===== src/rtl/bird_pkg.sv =====
// Shared constants for the bird physics block: default widths, screen bounds
// and the game-state encoding seen by the renderer.
package bird_pkg;

  localparam int Y_W    = 10;
  localparam int FRAC_W = 4;
  localparam int V_W    = 8;

  localparam int Y_MIN  = 0;
  localparam int Y_MAX  = 480;
  localparam int Y_INIT = 240;

  typedef enum logic [1:0] {
    ST_IDLE   = 2'd0,
    ST_FLYING = 2'd1,
    ST_DEAD   = 2'd2
  } state_e;

endpackage


===== src/rtl/bird_physics_if.sv =====
// Control inputs and renderer-facing outputs of bird_physics.
// master = game controller / bench side, slave = bird_physics.
interface bird_physics_if #(
  parameter int Y_W = bird_pkg::Y_W,
  parameter int V_W = bird_pkg::V_W
);

  logic                  tick;
  logic                  start;
  logic                  flap;
  logic                  collide;
  logic [Y_W-1:0]        y;
  logic signed [V_W-1:0] vel;
  logic [1:0]            state;
  logic                  dead;

  modport master (
    output tick, start, flap, collide,
    input  y, vel, state, dead
  );

  modport slave (
    input  tick, start, flap, collide,
    output y, vel, state, dead
  );

endinterface


===== src/rtl/bird_physics_flap_latch.sv =====
// Flap button edge detect and pending-flap latch consumed on the frame tick.
// Optional flap lockout counter enabled by BIRD_FLAP_COOLDOWN_EN.
module flap_latch #(
  parameter int COOLDOWN_TICKS = 4
) (
  input  logic clk,
  input  logic rst,
  input  logic flap_i,
  input  logic accept_i,
  input  logic consume_i,
  input  logic clear_i,
  output logic rise_o,
  output logic take_flap_o
);

  logic flap_q;
  logic pending_q;
  logic rise_raw;
  logic rise_ok;

  assign rise_raw = flap_i & ~flap_q;

`ifdef BIRD_FLAP_COOLDOWN_EN
  localparam int CW = (COOLDOWN_TICKS > 1) ? $clog2(COOLDOWN_TICKS + 1) : 1;

  logic [CW-1:0] cnt_q;

  assign rise_ok = rise_raw & accept_i & (cnt_q == '0);

  always_ff @(posedge clk) begin
    if (!rst) begin
      cnt_q <= '0;
    end else if (clear_i) begin
      cnt_q <= '0;
    end else if (rise_ok) begin
      cnt_q <= CW'(COOLDOWN_TICKS);
    end else if (consume_i && cnt_q != '0) begin
      cnt_q <= cnt_q - 1'b1;
    end
  end
`else
  // No lockout: the parameter only shapes the optional counter.
  assign rise_ok = rise_raw & accept_i & (COOLDOWN_TICKS >= 0);
`endif

  // A rise in the same cycle as the tick is taken immediately.
  assign rise_o      = rise_ok;
  assign take_flap_o = pending_q | rise_ok;

  always_ff @(posedge clk) begin
    if (!rst) begin
      flap_q    <= 1'b0;
      pending_q <= 1'b0;
    end else begin
      flap_q <= flap_i;
      if (clear_i || consume_i) begin
        pending_q <= 1'b0;
      end else if (rise_ok) begin
        pending_q <= 1'b1;
      end
    end
  end

endmodule


===== src/rtl/bird_physics.sv =====
// Fixed-point bird vertical motion with IDLE/FLYING/DEAD game state.
// Optional flap cooldown: define BIRD_FLAP_COOLDOWN_EN.
module bird_physics import bird_pkg::*; #(
  parameter int Y_W            = bird_pkg::Y_W,
  parameter int FRAC_W         = bird_pkg::FRAC_W,
  parameter int V_W            = bird_pkg::V_W,
  parameter int Y_MIN          = bird_pkg::Y_MIN,
  parameter int Y_MAX          = bird_pkg::Y_MAX,
  parameter int Y_INIT         = bird_pkg::Y_INIT,
  parameter int GRAVITY        = 8,
  parameter int FLAP_VEL       = 64,
  parameter int V_TERM         = 96,
  parameter int COOLDOWN_TICKS = 4
) (
  input  logic          clk,
  input  logic          rst,
  bird_physics_if.slave bus
);

  localparam int PW = Y_W + FRAC_W + 1;

  localparam logic signed [PW:0]   P_MIN   = (PW+1)'(Y_MIN * (2**FRAC_W));
  localparam logic signed [PW:0]   P_MAX   = (PW+1)'(Y_MAX * (2**FRAC_W));
  localparam logic signed [PW-1:0] P_SPAWN = PW'(Y_INIT * (2**FRAC_W));
  localparam logic signed [V_W:0]  V_GRAV  = (V_W+1)'(GRAVITY);
  localparam logic signed [V_W:0]  V_FLAP  = (V_W+1)'(FLAP_VEL);
  localparam logic signed [V_W:0]  V_FLOOR = (V_W+1)'(-V_TERM);

  state_e                state_q;
  logic signed [PW-1:0]  pos_q;
  logic signed [V_W-1:0] vel_q;
  logic                  dead_q;

  logic                  flying, rise, take_flap, take;
  logic                  accept, consume, clear;
  logic signed [V_W:0]   v_grav, v_fall, v1;
  logic signed [PW:0]    p1;
  logic                  hit_floor, hit_ceil;
  logic signed [PW-1:0]  pos_tick_d;
  logic signed [V_W-1:0] vel_tick_d;

  assign flying  = (state_q == ST_FLYING);
  assign accept  = (state_q != ST_DEAD);
  assign consume = bus.tick & flying;
  assign clear   = (state_q == ST_DEAD) | (flying & (bus.collide | (bus.tick & hit_floor)));

  flap_latch #(
    .COOLDOWN_TICKS(COOLDOWN_TICKS)
  ) u_flap_latch (
    .clk        (clk),
    .rst        (rst),
    .flap_i     (bus.flap),
    .accept_i   (accept),
    .consume_i  (consume),
    .clear_i    (clear),
    .rise_o     (rise),
    .take_flap_o(take_flap)
  );

  // One guard bit on every sum so the clamps see the true value.
  assign take     = take_flap & flying & ~bus.collide;
  assign v_grav   = {vel_q[V_W-1], vel_q} - V_GRAV;
  assign v_fall   = (v_grav < V_FLOOR) ? V_FLOOR : v_grav;
  assign v1       = take ? V_FLAP : v_fall;
  assign p1       = {pos_q[PW-1], pos_q} + {{(PW-V_W){v1[V_W]}}, v1};
  assign hit_floor = (p1 <= P_MIN);
  assign hit_ceil  = (p1 >= P_MAX);

  assign pos_tick_d = hit_floor ? P_MIN[PW-1:0] : (hit_ceil ? P_MAX[PW-1:0] : p1[PW-1:0]);
  assign vel_tick_d = (hit_floor || hit_ceil) ? '0 : v1[V_W-1:0];

  always_ff @(posedge clk) begin
    if (!rst) begin
      state_q <= ST_IDLE;
      pos_q   <= P_SPAWN;
      vel_q   <= '0;
      dead_q  <= 1'b0;
    end else begin
      dead_q <= 1'b0;
      case (state_q)
        ST_IDLE: begin
          if (bus.start || rise) state_q <= ST_FLYING;
        end
        ST_FLYING: begin
          if (bus.tick) begin
            pos_q <= pos_tick_d;
            vel_q <= vel_tick_d;
            if (hit_floor) begin
              state_q <= ST_DEAD;
              dead_q  <= 1'b1;
            end
          end
          if (bus.collide) begin
            state_q <= ST_DEAD;
            dead_q  <= 1'b1;
          end
        end
        ST_DEAD: begin
          if (bus.start) begin
            state_q <= ST_IDLE;
            pos_q   <= P_SPAWN;
            vel_q   <= '0;
          end else if (bus.tick) begin
            pos_q <= pos_tick_d;
            vel_q <= vel_tick_d;
          end
        end
        default: state_q <= ST_IDLE;
      endcase
    end
  end

  assign bus.y     = pos_q[Y_W+FRAC_W-1:FRAC_W];
  assign bus.vel   = vel_q;
  assign bus.state = state_q;
  assign bus.dead  = dead_q;

endmodule


===== src/flat_wrapper.sv =====
// flat-port wrapper written by rule: the top's interface ports become plain ports
module bird_physics_flat import bird_pkg::*;
#(
  parameter int Y_W            = bird_pkg::Y_W,
  parameter int FRAC_W         = bird_pkg::FRAC_W,
  parameter int V_W            = bird_pkg::V_W,
  parameter int Y_MIN          = bird_pkg::Y_MIN,
  parameter int Y_MAX          = bird_pkg::Y_MAX,
  parameter int Y_INIT         = bird_pkg::Y_INIT,
  parameter int GRAVITY        = 8,
  parameter int FLAP_VEL       = 64,
  parameter int V_TERM         = 96,
  parameter int COOLDOWN_TICKS = 4
)
  (clk, rst, bus_tick, bus_start, bus_flap, bus_collide, bus_y, bus_vel, bus_state, bus_dead);
  bird_physics_if #(.Y_W(Y_W), .V_W(V_W)) bus_i ();
  input  logic clk;
  input  logic rst;
  input wire logic [$bits(bus_i.tick)-1:0] bus_tick;
  input wire logic [$bits(bus_i.start)-1:0] bus_start;
  input wire logic [$bits(bus_i.flap)-1:0] bus_flap;
  input wire logic [$bits(bus_i.collide)-1:0] bus_collide;
  output wire logic [$bits(bus_i.y)-1:0] bus_y;
  output wire logic [$bits(bus_i.vel)-1:0] bus_vel;
  output wire logic [$bits(bus_i.state)-1:0] bus_state;
  output wire logic [$bits(bus_i.dead)-1:0] bus_dead;
  assign bus_i.tick = bus_tick;
  assign bus_i.start = bus_start;
  assign bus_i.flap = bus_flap;
  assign bus_i.collide = bus_collide;
  assign bus_y = bus_i.y;
  assign bus_vel = bus_i.vel;
  assign bus_state = bus_i.state;
  assign bus_dead = bus_i.dead;
  bird_physics #(.Y_W(Y_W), .FRAC_W(FRAC_W), .V_W(V_W), .Y_MIN(Y_MIN), .Y_MAX(Y_MAX), .Y_INIT(Y_INIT), .GRAVITY(GRAVITY), .FLAP_VEL(FLAP_VEL), .V_TERM(V_TERM), .COOLDOWN_TICKS(COOLDOWN_TICKS)) u_core (.clk(clk), .rst(rst), .bus(bus_i));
endmodule

===== config.mk =====
export PLATFORM = sky130hd
export DESIGN_NAME = bird_physics_flat
export DESIGN_NICKNAME = d
export VERILOG_FILES = /design/src/rtl/bird_pkg.sv /design/src/rtl/bird_physics_if.sv /design/src/rtl/bird_physics_flap_latch.sv /design/src/rtl/bird_physics.sv /design/src/flat_wrapper.sv
export SDC_FILE = /design/constraint.sdc
export NUM_CORES = 1
export LEC_CHECK = 0
export ABC_AREA = 1
export CORE_AREA = 8 8 85 87
export DETAILED_ROUTE_END_ITERATION = 7
export DIE_AREA = 0 0 93 95
export GPL_ROUTABILITY_DRIVEN = 0
export PLACE_DENSITY = 0.75
export SLEW_MARGIN = 20
export SYNTH_ARGS = -nofsm -noshare
export SYNTH_HDL_FRONTEND = slang
export SYNTH_HIERARCHICAL = 1
export SYNTH_SLANG_ARGS = --single-unit

===== constraint.sdc =====
create_clock -name clk -period 3.8 [get_ports clk]
set_input_delay 1.14 -clock clk [delete_from_list [all_inputs] [get_ports clk]]
set_output_delay 1.14 -clock clk [all_outputs]
set_load 0.02 [all_outputs]

# [Word-level counts from Yosys, hierarchy flattened]
# Cells that the tools add are included.
[classes] n_reduce_logical=8 add_sub_neg=2 muxes=20 eq_ne=7 magnitude_cmp=3 n_bitwise=13
[op_table] operator="$mux 15" n=4
[op_table] operator="$pmux 15 s2" n=1
[op_table] operator="$mux 8" n=3
[op_table] operator="$mux 9" n=2
[op_table] operator="$add 15x9->16" n=1
[op_table] operator="$ge 16x14->1 const B" n=1
[op_table] operator="$le 16x1->1 const B" n=1
[op_table] operator="$pmux 8 s2" n=1
[op_table] operator="$mux 2" n=5
[op_table] operator="$lt 9x8->1 const B" n=1
[op_table] operator="$sub 8x5->9 const B" n=1
[op_table] operator="$and 1x1->1" n=7
[op_table] operator="$ne 3x3->1 const B" n=2
[op_table] operator="$pmux 2 s3" n=1
[op_table] operator="$ne 2x2->1 const B" n=2
[op_table] operator="$reduce_and 4->1" n=1
[op_table] operator="$logic_or 1x1->1" n=3
[op_table] operator="$mux 1" n=3
[op_table] operator="$not 1->1" n=3
[op_table] operator="$or 1x1->1" n=3
[op_table] operator="$eq 2x1->1 const B" n=1
[op_table] operator="$eq 2x2->1 const B" n=1
[op_table] operator="$logic_not 2->1" n=1
[op_table] operator="$ne 2x1->1 const B" n=1
[op_table] operator="3 further kinds" n=3
[totals] out_inout_bits=21 elab_cells=59 inputBits=6 register_bits=28

# [Logic depth before layout (Yosys ltp)]
# Gate-level depths: netlist of run 1.
[logic_depth] word_depth=15 ltp_mapped=31 depth_no_buf=30

# [By module]
# The synthesis of run 1 kept the hierarchy.
[by_module_without_submodules] mod="bird_physics" cells_each=493 area_each_um2=2917.8 seq_area_each_um2=520.5 n_inst=1
[by_module_without_submodules] mod="flap_latch" cells_each=12 area_each_um2=88.8 seq_area_each_um2=40.0 n_inst=1

# [Worst setup path after synthesis of run 1]
# Ideal clock, no wire load.
[synth_path] path_type="register -> register" start="register u_core.vel_q[3] (netlist: u_core/bus.vel[3])" end="register u_core.vel_q[3] (netlist: u_core/bus.vel[3])" slack_ns=0.092 stages_incl_launch_ff=23 t_arrival_ns=3.575 n_path_buf=1 synth_period_minus_slack_ns=3.708 required_time_ns=3.667 setup_ns=0.133 cell_sequence="dfxtp_1 -> inv_1 -> ha_1 -> xor2_1 -> o2111ai_1 -> ha_1 -> inv_1 -> nand2_1 -> nor2_1 -> ha_1 -> fa_1 -> or2_2 -> nor2_1 -> nand3_1 -> nor2_1 -> nand3_1 -> nor2_1 -> nand3_2 -> nand3_2 -> buf_6 -> o21bai_2 -> nand2_1 -> a21oi_2"
[synth_via] elab_chain_len=11 elab_cells_between_ends=12 cone_classes="2 x add/sub; 3 x order compare; 6 x mux; 1 x reduce/logical"
[synth_rtl] item="start: declaration" line="bird_physics.sv:31" source="logic signed [V_W-1:0] vel_q;"
[synth_rtl] item="start signal: assignment" line="bird_physics.sv:87" source="vel_q <= vel_tick_d;"
[synth_rtl] item="start signal: assignment" line="bird_physics.sv:105" source="vel_q <= vel_tick_d;"
[synth_rtl] item="$sub 8x5->9" line="bird_physics.sv:62" source="assign v_grav = {vel_q[V_W-1], vel_q} - V_GRAV;"
[synth_rtl] item="$lt 9x8->1" line="bird_physics.sv:63" source="assign v_fall = (v_grav < V_FLOOR) ? V_FLOOR : v_grav;"
[synth_rtl] item="$mux 9" line="bird_physics.sv:63"
[synth_rtl] item="$mux 9" line="bird_physics.sv:64" source="assign v1 = take ? V_FLAP : v_fall;"
[synth_rtl] item="$add 15x9->16" line="bird_physics.sv:65" source="assign p1 = {pos_q[PW-1], pos_q} + {{(PW-V_W){v1[V_W]}}, v1};"
[synth_rtl] item="$le 16x1->1 / $ge 16x14->1 (equally long branches)" line="bird_physics.sv:66, bird_physics.sv:67"
[synth_rtl] item="$logic_or 1x1->1" line="bird_physics.sv:70" source="assign vel_tick_d = (hit_floor || hit_ceil) ? '0 : v1[V_W-1:0];"
[synth_rtl] item="$mux 8" line="bird_physics.sv:70"
[synth_rtl] item="$mux 8 *" line="bird_physics.sv:85, bird_physics.sv:103"
[synth_rtl] item="$mux 8" line="bird_physics.sv:99" source="if (bus.start) begin"
[synth_rtl] item="$pmux 8 s2 *" line="bird_physics.sv:80" source="case (state_q)"
# Every way passes the cells marked *; elsewhere a longest branch is shown, timed or not.
# A chain may end at the register's enable or synchronous reset.

# [Final worst setup path of run 1]
[layout_path] start="input bus_flap" end="register u_core.pos_q[12]"
[layout_via] elab_chain_len=13 elab_cells_between_ends=14 cone_classes="1 x add/sub; 2 x order compare; 6 x mux; 5 x bitwise"
[layout_rtl] item="start: declaration" line="flat_wrapper.sv:21" source="input wire logic [$bits(bus_i.flap)-1:0] bus_flap;"
[layout_rtl] item="$and 1x1->1 *" line="bird_physics_flap_latch.sv:21" source="assign rise_raw = flap_i & ~flap_q;"
[layout_rtl] item="$and 1x1->1 *" line="bird_physics_flap_latch.sv:43" source="assign rise_ok = rise_raw & accept_i & (COOLDOWN_TICKS >= 0);"
[layout_rtl] item="$or 1x1->1 *" line="bird_physics_flap_latch.sv:48" source="assign take_flap_o = pending_q | rise_ok;"
[layout_rtl] item="net u_core.take_flap" line="bird_physics.sv:34" source="logic flying, rise, take_flap, take;"
[layout_rtl] item="$and 1x1->1 * (2 in a row)" line="bird_physics.sv:61" source="assign take = take_flap & flying & ~bus.collide;"
[layout_rtl] item="$mux 9 *" line="bird_physics.sv:64"
[layout_rtl] item="$add 15x9->16 *" line="bird_physics.sv:65"
[layout_rtl] item="$ge 16x14->1" line="bird_physics.sv:67" source="assign hit_ceil = (p1 >= P_MAX);"
[layout_rtl] item="$mux 15" line="bird_physics.sv:69" source="assign pos_tick_d = hit_floor ? P_MIN[PW-1:0] : (hit_ceil ? P_MAX[PW-1:0] : p1[PW-1:0]);"
[layout_rtl] item="$mux 15 *" line="bird_physics.sv:69"
[layout_rtl] item="$mux 15 *" line="bird_physics.sv:85, bird_physics.sv:103"
[layout_rtl] item="$mux 15" line="bird_physics.sv:99"
[layout_rtl] item="$pmux 15 s2 *" line="bird_physics.sv:80"
[layout_rtl] item="end signal: assignment" line="bird_physics.sv:86" source="pos_q <= pos_tick_d;"
[layout_rtl] item="end signal: assignment" line="bird_physics.sv:104" source="pos_q <= pos_tick_d;"
[layout_rtl] item="end: declaration" line="bird_physics.sv:30" source="logic signed [PW-1:0] pos_q;"
# Mark *: on every way through the listed nets, which the timed path passes. The rest lies on a longest branch.

==> impl_metrics.json, run 1 <==
{
  "run_status": "completed",
  "slowest_delay_ns": 0.39,
  "worstPathArrival_ns": 3.88,
  "hpwl_um": 6160,
  "fin_crit_ns": 3.68,
  "crit_path_start_kind": "input port",
  "critical_path.startpoint": "bus_flap",
  "drv_cap": 0,
  "synth_cells": 505,
  "synth_top_area_cell": "nand2_1",
  "clk_latency_ns": 0.29,
  "vias": 3462,
  "cts_tree": "built",
  "finalCritPeriodShare_pct": 96.7,
  "clock_skew_ns": 0.00333,
  "drc_errors": 0,
  "worst_pin_slew_ns": 0.928,
  "path_cells": "dlygate4sd2_1 -> nand3_2 -> nand2_4 -> nand2_4 -> buf_4 -> nand2_1 -> ha_1 -> nand2_1 -> nor2_2 -> buf_4 -> nand3_2 -> nand3_1 -> nand2_1 -> nand2_1 -> inv_1 -> nand3_2 -> nand3_4 -> buf_6 -> o21bai_2 -> nand2_2 -> a21oi_2",
  "slew_headroom_pct": 38.1,
  "htreeDepth": 1,
  "final_common_cell": "nand2_1",
  "worstPathRequired_ns": 4.01,
  "final_cell_mix": "163 x nand2_1, 73 x inv_1, 49 x buf_4",
  "synthDistinctLibCells": 32,
  "synth_edf_count": 0,
  "hold_start": "u_core/pos_q[14]",
  "numClockSinks": 28,
  "clock_path_buffers": 2,
  "numCtsBuffers": 3,
  "cpMaxStageDelayCell": "ha_1",
  "ys_ff_latch": 28,
  "end_kind": "flop",
  "area_growth_pct": 38.0,
  "synth-main-ff-cell": "dfxtp_1",
  "cts_root_buffer": "clkbuf_8",
  "max_freq_mhz": 272,
  "cp_max_fo": 5,
  "rows": 28,
  "syn_area_per_cell_um2": 5.95,
  "path_class": "input port to flop",
  "power_density_nw_per_um2": 809,
  "drv_slew": 0,
  "synth_area_um2": 3010,
  "vdd.ir_drop.worst_v": 0.000465,
  "post_route_cells_drive_above_1_share_pct": 29.8,
  "syn-num-nets": 533,
  "grt_start_max_net_pins": 24,
  "grt_overflow_total": 0,
  "die_w_um": 93,
  "p_leak_nw": 2.05,
  "start_util_pct": 51.7,
  "port_buffers": 26,
  "hold_class": "flop to flop",
  "clk_pin_slew_ns": 0.10,
  "grt_pass1_wl_um": 13600,
  "crit_top_cell": "nand2_1",
  "r2r_start": "u_core/bus.vel[4]",
  "core-area_um2": 5820,
  "die_area_um2": 8840,
  "synthTopCellsByArea": "nand2_1 22%, dfxtp_1 19%, inv_1 9.6%, ha_1 8.7%, nor2_1 6.0%",
  "antenna_found_initial": 0,
  "cts-hold-fix-buffers": 0,
  "drtAntennaViolNets": 0,
  "final_hold_viol_count": 0,
  "n_antenna_cell": 0,
  "routedWlPerCell_um": 14.3,
  "wirelength_um": 9220,
  "drtIter0Drc": 278,
  "io_pins": 27,
  "async_flop_share_pct": 0,
  "synth_seq_area_share_pct": 18.6,
  "die-height_um": 95,
  "yosys_warnings": 6,
  "drt_first_pass_iters": 7,
  "routed_via_density": 5.36,
  "final_nets": 600,
  "yosysTopAreaCellShare_pct": 21.8,
  "final_core_util_pct": 71.3,
  "final-setup-viol-count": 0,
  "track_usage_pct": 18.4,
  "grt_pass1_vias": 3172,
  "finalPower_w": 0.00336
}
## critical path, delay by kind of cell
kind / cells / cell delay, ns
buffers and inverters: 5 / 0.73
AOI/OAI and AO/OA: 2 / 0.32
and+or+nand+nor: 13 / 1.30
adders and majority gates: 1 / 0.39
## repair_timing
item | CTS | global route
setup endpoints to repair | 25 | 25
buffers inserted | 3 | 3
cloned | 1 | 1
pin swaps | 8 | 23
resized for setup | 31 | 57
## cell usage after synthesis (5+ instances only)
cell      number
o21ai_0        5
nand2_2        8
ha_1          21
inv_1         77
nand3_1       27
nor2_1        48
clkbuf_1       6
o21bai_2      16
buf_4         10
a21oi_1       34
nand2_1      175
dfxtp_1       28
nand4_1        6
a21oi_2        6
inv_2          5
nand3_2        6
## final cells by class
type | count | area, µm²
inverters | 82 | 308
clock buffers | 4 | 55.1
well taps | 75 | 93.8
repair buffers | 82 | 742
flip-flops and latches | 28 | 563
fillers | 496 | 1670
multi-input cells | 375 | 2390
## through the flow
stage               instances  worst slack (ns)  area, µm²  hold slack, ns  TNS, ns
floorplan                 505            0.0918       3010           0.419        0
global placement          634            -0.575       3590           0.431   -13.59
detailed placement        634            -0.651       3590           0.441   -15.52
CTS                       642           0.00220       3810           0.455        0
global route              646           -0.0481       4150           0.490   -0.375
finish                    646             0.124       4150           0.456        0
## final timing paths
path,cells after the start,to,slack [ns]
worst max-delay path,21,u_core/pos_q[12],0.12
worst min-delay path,2,u_core/pos_q[14],0.46
worst max register to register,24,u_core/pos_q[1],0.14
worst min register to register,2,u_core/pos_q[14],0.46
## kinds of logic (layout without fill, tap and decap cells)
logic type,count (synthesis),after routing,share of synthesized area (%)
AO/OA/AOI/OAI,68,68,16.0
XOR/XNOR,3,3,0.874
adder cells (fa/ha/maj),22,22,9.40
buffers and inverters,103,168,15.1
flip-flops,28,28,18.6
AND/OR/NAND/NOR,281,282,39.9
## flip-flops by register name, indices dropped and copies added (netlist names)
signal / cells
u_core/u_flap_latch/pending_q: 1
u_core/u_flap_latch/flap_q: 1
u_core/pos_q: 15
u_core/bus.state: 2
u_core/bus.dead: 1
u_core/bus.vel: 8
## per-layer routing
layer | vias to the layer above | track usage [%] | part of all wire [%]
met3 | 15 | 1.98 | 4.9
met4 | 0 | 5.50 | 1.8
met2 | 115 | 33.3 | 50
met1 | 1636 | 22.4 | 43
met5 | - | 0 | 0
li1 | 1696 | - | -
## power by group
| part | internal, W | switching [W] | leakage (nW) |
|---|---|---|---|
| Combinational | 0.00113 | 0.00165 | 1.79 |
| Sequential | 0.000336 | 0.0000463 | 0.229 |
| Clock | 0.0000932 | 0.000103 | 0.0288 |
| Total | 0.00155 | 0.00180 | 2.05 |
No activity file was read; power rests on OpenSTA's default activity.
==> run 2: changes to the inputs <==
CAP_MARGIN = 20   (was default)
CORE_AREA = 8 8 81 83   (was 8 8 85 87)
DIE_AREA = 0 0 89 91   (was 0 0 93 95)
PLACE_DENSITY = 0.79   (was 0.75)
SETUP_SLACK_MARGIN = 0.05   (was default)
clock period = 4.6 ns   (was 3.8 ns; I/O delays follow)
==> run 2 against run 1 <==
Flip-flop and latch count is the same. Core utilization shrank 7.7 points. Worst setup slack gained 0.13 ns. Total power shrank 36%. Critical endpoint is now u_core/bus.vel[7]. Largest power group unchanged. Highest routed layer unchanged.
==> impl_metrics.json, run 2 (synthesis results as in run 1) <==
{
  "dr.max_layer_used": "met4",
  "cts-hold-fix-buffers": 0,
  "final_common_cell": "nand2_1",
  "pre_cts_slack_ns": -0.0917,
  "worst_pin_slew_ns": 0.882,
  "drt_first_pass_iters": 4,
  "place_inst": 592,
  "drtIter0Drc": 205,
  "drv_cap": 0,
  "antenna_found_initial": 0,
  "hold_class": "flop to flop",
  "track_usage_pct": 19.4,
  "vdd.ir_drop.worst_v": 0.000350,
  "vias": 3134,
  "die_area_um2": 8100,
  "wl_met1_um": 3520,
  "largest_register_ffs": 15,
  "hpwl_um": 6090,
  "clk_pin_slew_ns": 0.09,
  "numClockSinks": 28,
  "path_class": "input port to flop",
  "clock_skew_ns": 0.00513,
  "drv_slew": 0,
  "io_pins": 27,
  "placed_area_um2": 3310,
  "cts_root_buffer": "clkbuf_8",
  "rows": 27,
  "post-route-worst-setup-slack_ns": 0.258,
  "area_growth_pct": 12.9,
  "core-area_um2": 5340,
  "nFillCells": 552,
  "grt_start_max_net_pins": 24,
  "cp_max_fo": 8,
  "routed_via_density": 5.26,
  "final_cell_mix": "173 x nand2_1, 77 x inv_1, 48 x nor2_1",
  "switching_share_pct": 57.3,
  "die_w_um": 89,
  "design_area_um2": 3400,
  "power_density_nw_per_um2": 633,
  "cp.buffers_inverters": 5,
  "finalCritPeriodShare_pct": 94.4,
  "n_antenna_cell": 0,
  "grt_pass1_vias": 2962,
  "wirelength_um": 7760,
  "route.met3.wl_um": 310,
  "drtAntennaViolNets": 0,
  "finalPower_w": 0.00215,
  "intPower_w": 0.000918,
  "p_clk_share_pct": 7.1,
  "comb_power_share_pct": 78.6,
  "fin_cells": 596,
  "final-setup-viol-count": 0,
  "route.met2.wl_um": 3780,
  "final_hold_viol_count": 0,
  "clk_latency_ns": 0.28,
  "slowest_delay_ns": 0.43,
  "worstPathArrival_ns": 4.55,
  "end_kind": "flop",
  "crit_path_start_kind": "input port",
  "start_util_pct": 56.3,
  "htreeDepth": 1,
  "clock_path_buffers": 2,
  "path_cells": "clkdlybuf4s50_1 -> nor2_1 -> nand2_2 -> nand2_2 -> nor2_1 -> ha_1 -> inv_1 -> nand2_1 -> nand3_1 -> nand2_1 -> nand3_2 -> buf_4 -> nand3_1 -> nand2_1 -> nand2_1 -> inv_1 -> nand3_2 -> nand3_2 -> buf_12 -> o21bai_1 -> nand2_1 -> a21oi_2",
  "numCtsBuffers": 3,
  "switching_power_w": 0.00123,
  "drc_errors": 0,
  "crit_top_cell": "nand2_1",
  "run_status": "completed",
  "setup_tns_ns": 0,
  "p_leak_nw": 1.75,
  "cpMaxStageDelayCell": "clkdlybuf4s50_1",
  "max_freq_mhz": 230,
  "die-height_um": 91,
  "grt_overflow_total": 0,
  "routedWlPerCell_um": 13.0,
  "port_buffers": 26,
  "post_route_cells_drive_above_1_share_pct": 13.4,
  "rsz0062_at_grt": "no",
  "slew_headroom_pct": 41.1,
  "grt_pass1_wl_um": 13100,
  "cts_tree": "built",
  "final_nets": 553,
  "sequentialPowerShare_pct": 14.3,
  "worstPathRequired_ns": 4.80,
  "regMostFlops": "u_core/pos_q",
  "critical-path-top-delay-family": "simple AND/OR/NAND/NOR gates",
  "fin_crit_ns": 4.34
}
run 2: cell types whose count changed in the layout (fill, tap and decap cells not counted), sizes merged:
cell	delta
nand2	-1
clkdlybuf4s50	+2
dlygate4sd2	-2
buf	-46
run 2: path summary, 6_finish.rpt:
| kind | from | to | slack [ns] | cells after the start |
|---|---|---|---|---|
| max | bus_collide | u_core/bus.vel[7] | 0.26 | 22 |
| max reg2reg | u_core/bus.vel[3] | u_core/u_flap_latch/pending_q | 0.62 | 24 |
| min | u_core/pos_q[14] | u_core/pos_q[14] | 0.44 | 2 |
| min reg2reg | u_core/pos_q[14] | u_core/pos_q[14] | 0.44 | 2 |
run 2: stage by stage:
stage	util, %	hold WS, ns
6_report	63.6	0.444
5_1_grt	63.6	0.482
4_1_cts	63.0	0.446
3_5_place_dp	62.0	0.431
3_3_place_gp	62.0	0.429
2_1_floorplan	-	0.419
run 2: worst min-delay path: stages, from the launching register on:
cell     delay [ns]
dfxtp_1        0.32
nand2_1        0.05
nor2_1         0.03
run 2: timing repair:
action / 4_1_cts / 5_1_grt
setup endpoints to repair: 0 / 24
buffers inserted: 0 / 0
endpoints found under the hold margin: 0 / 0
resized for setup: 0 / 8
run 2: power groups by stage:
stage                     combinational (W)  sequential, W  clock (W)
after floorplan                     0.00125       0.000322          0
after global placement              0.00157       0.000312          0
after detailed placement            0.00162       0.000313          0
after CTS                           0.00163       0.000308   0.000157
after global routing                0.00187       0.000312   0.000166
final                               0.00169       0.000307   0.000153
run 2: layout make-up:
type                       count  area [µm²]  area share [%]
multi-input combinational    374        2020            59.5
timing repair buffer          36         360            10.6
inverter                      82         308            9.06
clock buffer                   4        55.1            1.62
tap                           72        90.1            2.65
sequential                    28         561            16.5
run 2: per-layer routing:
layer	up-vias	global-route usage (%)
met4	0	6.52
met1	1430	24.4
li1	1601	-
met5	-	0
met3	15	1.62
met2	88	33.5
==> run 3: changes to the inputs <==
PLACE_DENSITY = 0.77   (was 0.79)
==> run 3 against run 2 <==
Wire length shrank 4.9%. Worst setup slack better by 0.052 ns. Largest cell class unchanged. Register-to-register slack better by 0.09 ns. Critical path type unchanged. Critical endpoint is now u_core/pos_q[1]. Highest routed layer unchanged. Total power decreased by 2.4%.
==> impl_metrics.json, run 3 (synthesis results as in run 1) <==
{
  "nFillCells": 551,
  "area_growth_pct": 12.5,
  "p_leak_nw": 1.73,
  "run_status": "completed",
  "cts-hold-fix-buffers": 0,
  "clk_pin_slew_ns": 0.10,
  "holdWs_ns": 0.449,
  "place_inst": 590,
  "htreeDepth": 1,
  "ff_latch_area_um2": 561,
  "end_kind": "flop",
  "grt_pass1_vias": 2984,
  "start_util_pct": 56.3,
  "final_hold_viol_count": 0,
  "port_buffers": 26,
  "multi_input_area_um2": 2040,
  "slew_headroom_pct": 42.8,
  "path_class": "input port to flop",
  "cts_root_buffer": "clkbuf_8",
  "worstPathRequired_ns": 4.73,
  "hpwl_um": 5800,
  "worstPathArrival_ns": 4.42,
  "clk_latency_ns": 0.27,
  "rows": 27,
  "drv_cap": 0,
  "grt_start_max_net_pins": 24,
  "power_density_nw_per_um2": 620,
  "drtIter0Drc": 179,
  "antenna_found_initial": 0,
  "routedWlPerCell_um": 12.4,
  "max_freq_mhz": 233,
  "grt_overflow_total": 0,
  "die_w_um": 89,
  "rsz0062_at_grt": "no",
  "crit_path_start_kind": "input port",
  "cp_max_fo": 15,
  "final_cell_mix": "173 x nand2_1, 77 x inv_1, 44 x nor2_1",
  "post_route_cells_drive_above_1_share_pct": 14.2,
  "final-setup-viol-count": 0,
  "rrSetupSlack_ns": 0.71,
  "drv_slew": 0,
  "clock_path_buffers": 2,
  "drc_errors": 0,
  "numClockSinks": 28,
  "io_pins": 27,
  "worst_pin_slew_ns": 0.858,
  "regMostFlops": "u_core/pos_q",
  "drt_first_pass_iters": 4,
  "track_usage_pct": 19.2,
  "n_antenna_cell": 0,
  "die-height_um": 91,
  "cts_tree": "built",
  "drtAntennaViolNets": 0,
  "setup_tns_ns": 0,
  "numCtsBuffers": 3,
  "grt_pass1_wl_um": 12900,
  "routed_via_density": 5.13,
  "core-area_um2": 5340,
  "final_common_cell": "nand2_1",
  "clock_skew_ns": 0.00207,
  "vdd.ir_drop.worst_v": 0.000318,
  "vias": 3046,
  "final_nets": 551,
  "fin_cells": 594,
  "fin_crit_ns": 4.29,
  "wirelength_um": 7370,
  "hold_class": "flop to flop",
  "finalCritPeriodShare_pct": 93.3,
  "die_area_um2": 8100,
  "largest_register_ffs": 15
}
run 3: cell types whose count changed in the layout (fill, tap and decap cells not counted):
cell and delta:
a21oi_1 +1, a21oi_2 -1, buf_12 -1, buf_4 -1, ha_1 -3, ha_2 +3, nor2_1 -4, nor2_2 +4
run 3: what timing repair did:
action                                  4_1_cts  5_1_grt
setup buffers                                 0        0
resized for setup                             0       14
endpoints found under the setup margin        0       24
run 3: final timing paths:
path	startpoint	endpoint	cells past startpoint
setup / recovery	bus_flap	u_core/pos_q[1]	20
hold / removal	u_core/pos_q[14]	u_core/pos_q[14]	2
setup reg to reg	u_core/bus.vel[3]	u_core/pos_q[1]	22
hold reg to reg	u_core/pos_q[14]	u_core/pos_q[14]	2
run 3: per-stage QoR:
step | total power (W) | worst slack, ns | area (µm²) | util (%)
global route | 0.00232 | 0.0473 | 3380 | 63.4
CTS | 0.00204 | 0.215 | 3340 | 62.5
floorplan | 0.00157 | 0.740 | 3010 | -
detailed placement | 0.00188 | -0.0536 | 3280 | 61.5
global placement | 0.00186 | -0.0328 | 3280 | 61.5
finish | 0.00210 | 0.310 | 3380 | 63.4
run 3: area by class of cell:
type	instances	share of cell area (%)
clock buffers	4	1.63
inverters	82	9.10
flip-flops and latches	28	16.6
repair buffers	34	9.84
multi-input cells	374	60.2
well taps	72	2.66
run 3: power by group:
group | switching (W) | total (W) | internal [W] | leakage [nW]
registers | 0.0000294 | 0.000307 | 0.000278 | 0.228
logic | 0.00109 | 0.00163 | 0.000541 | 1.48
clock network | 0.0000788 | 0.000156 | 0.0000767 | 0.0288
run 3: layer usage:
metal | up-vias | global-route usage (%) | share of wire, %
met5 | - | 0 | 0
met4 | 0 | 4.99 | 0.91
met3 | 8 | 2.61 | 5.0
met2 | 63 | 32.7 | 48
met1 | 1382 | 24.4 | 46
li1 | 1593 | - | -
run 3: worst max-delay path, stage by stage:
cell and delay, ns:
clkdlybuf4s50_1 0.43, nand3_2 0.09, nand2_1 0.10, nand2_2 0.12
nand2_2 0.10, nor2_2 0.13, ha_2 0.21, fa_2 0.44
or2_2 0.31, nor2_1 0.10, nand3_1 0.10, nor2_1 0.11
nand3_1 0.10, nor2_2 0.12, nand3_2 0.09, nand3_2 0.11
buf_12 0.19, o21bai_2 0.07, nand2_1 0.06, a21oi_1 0.07
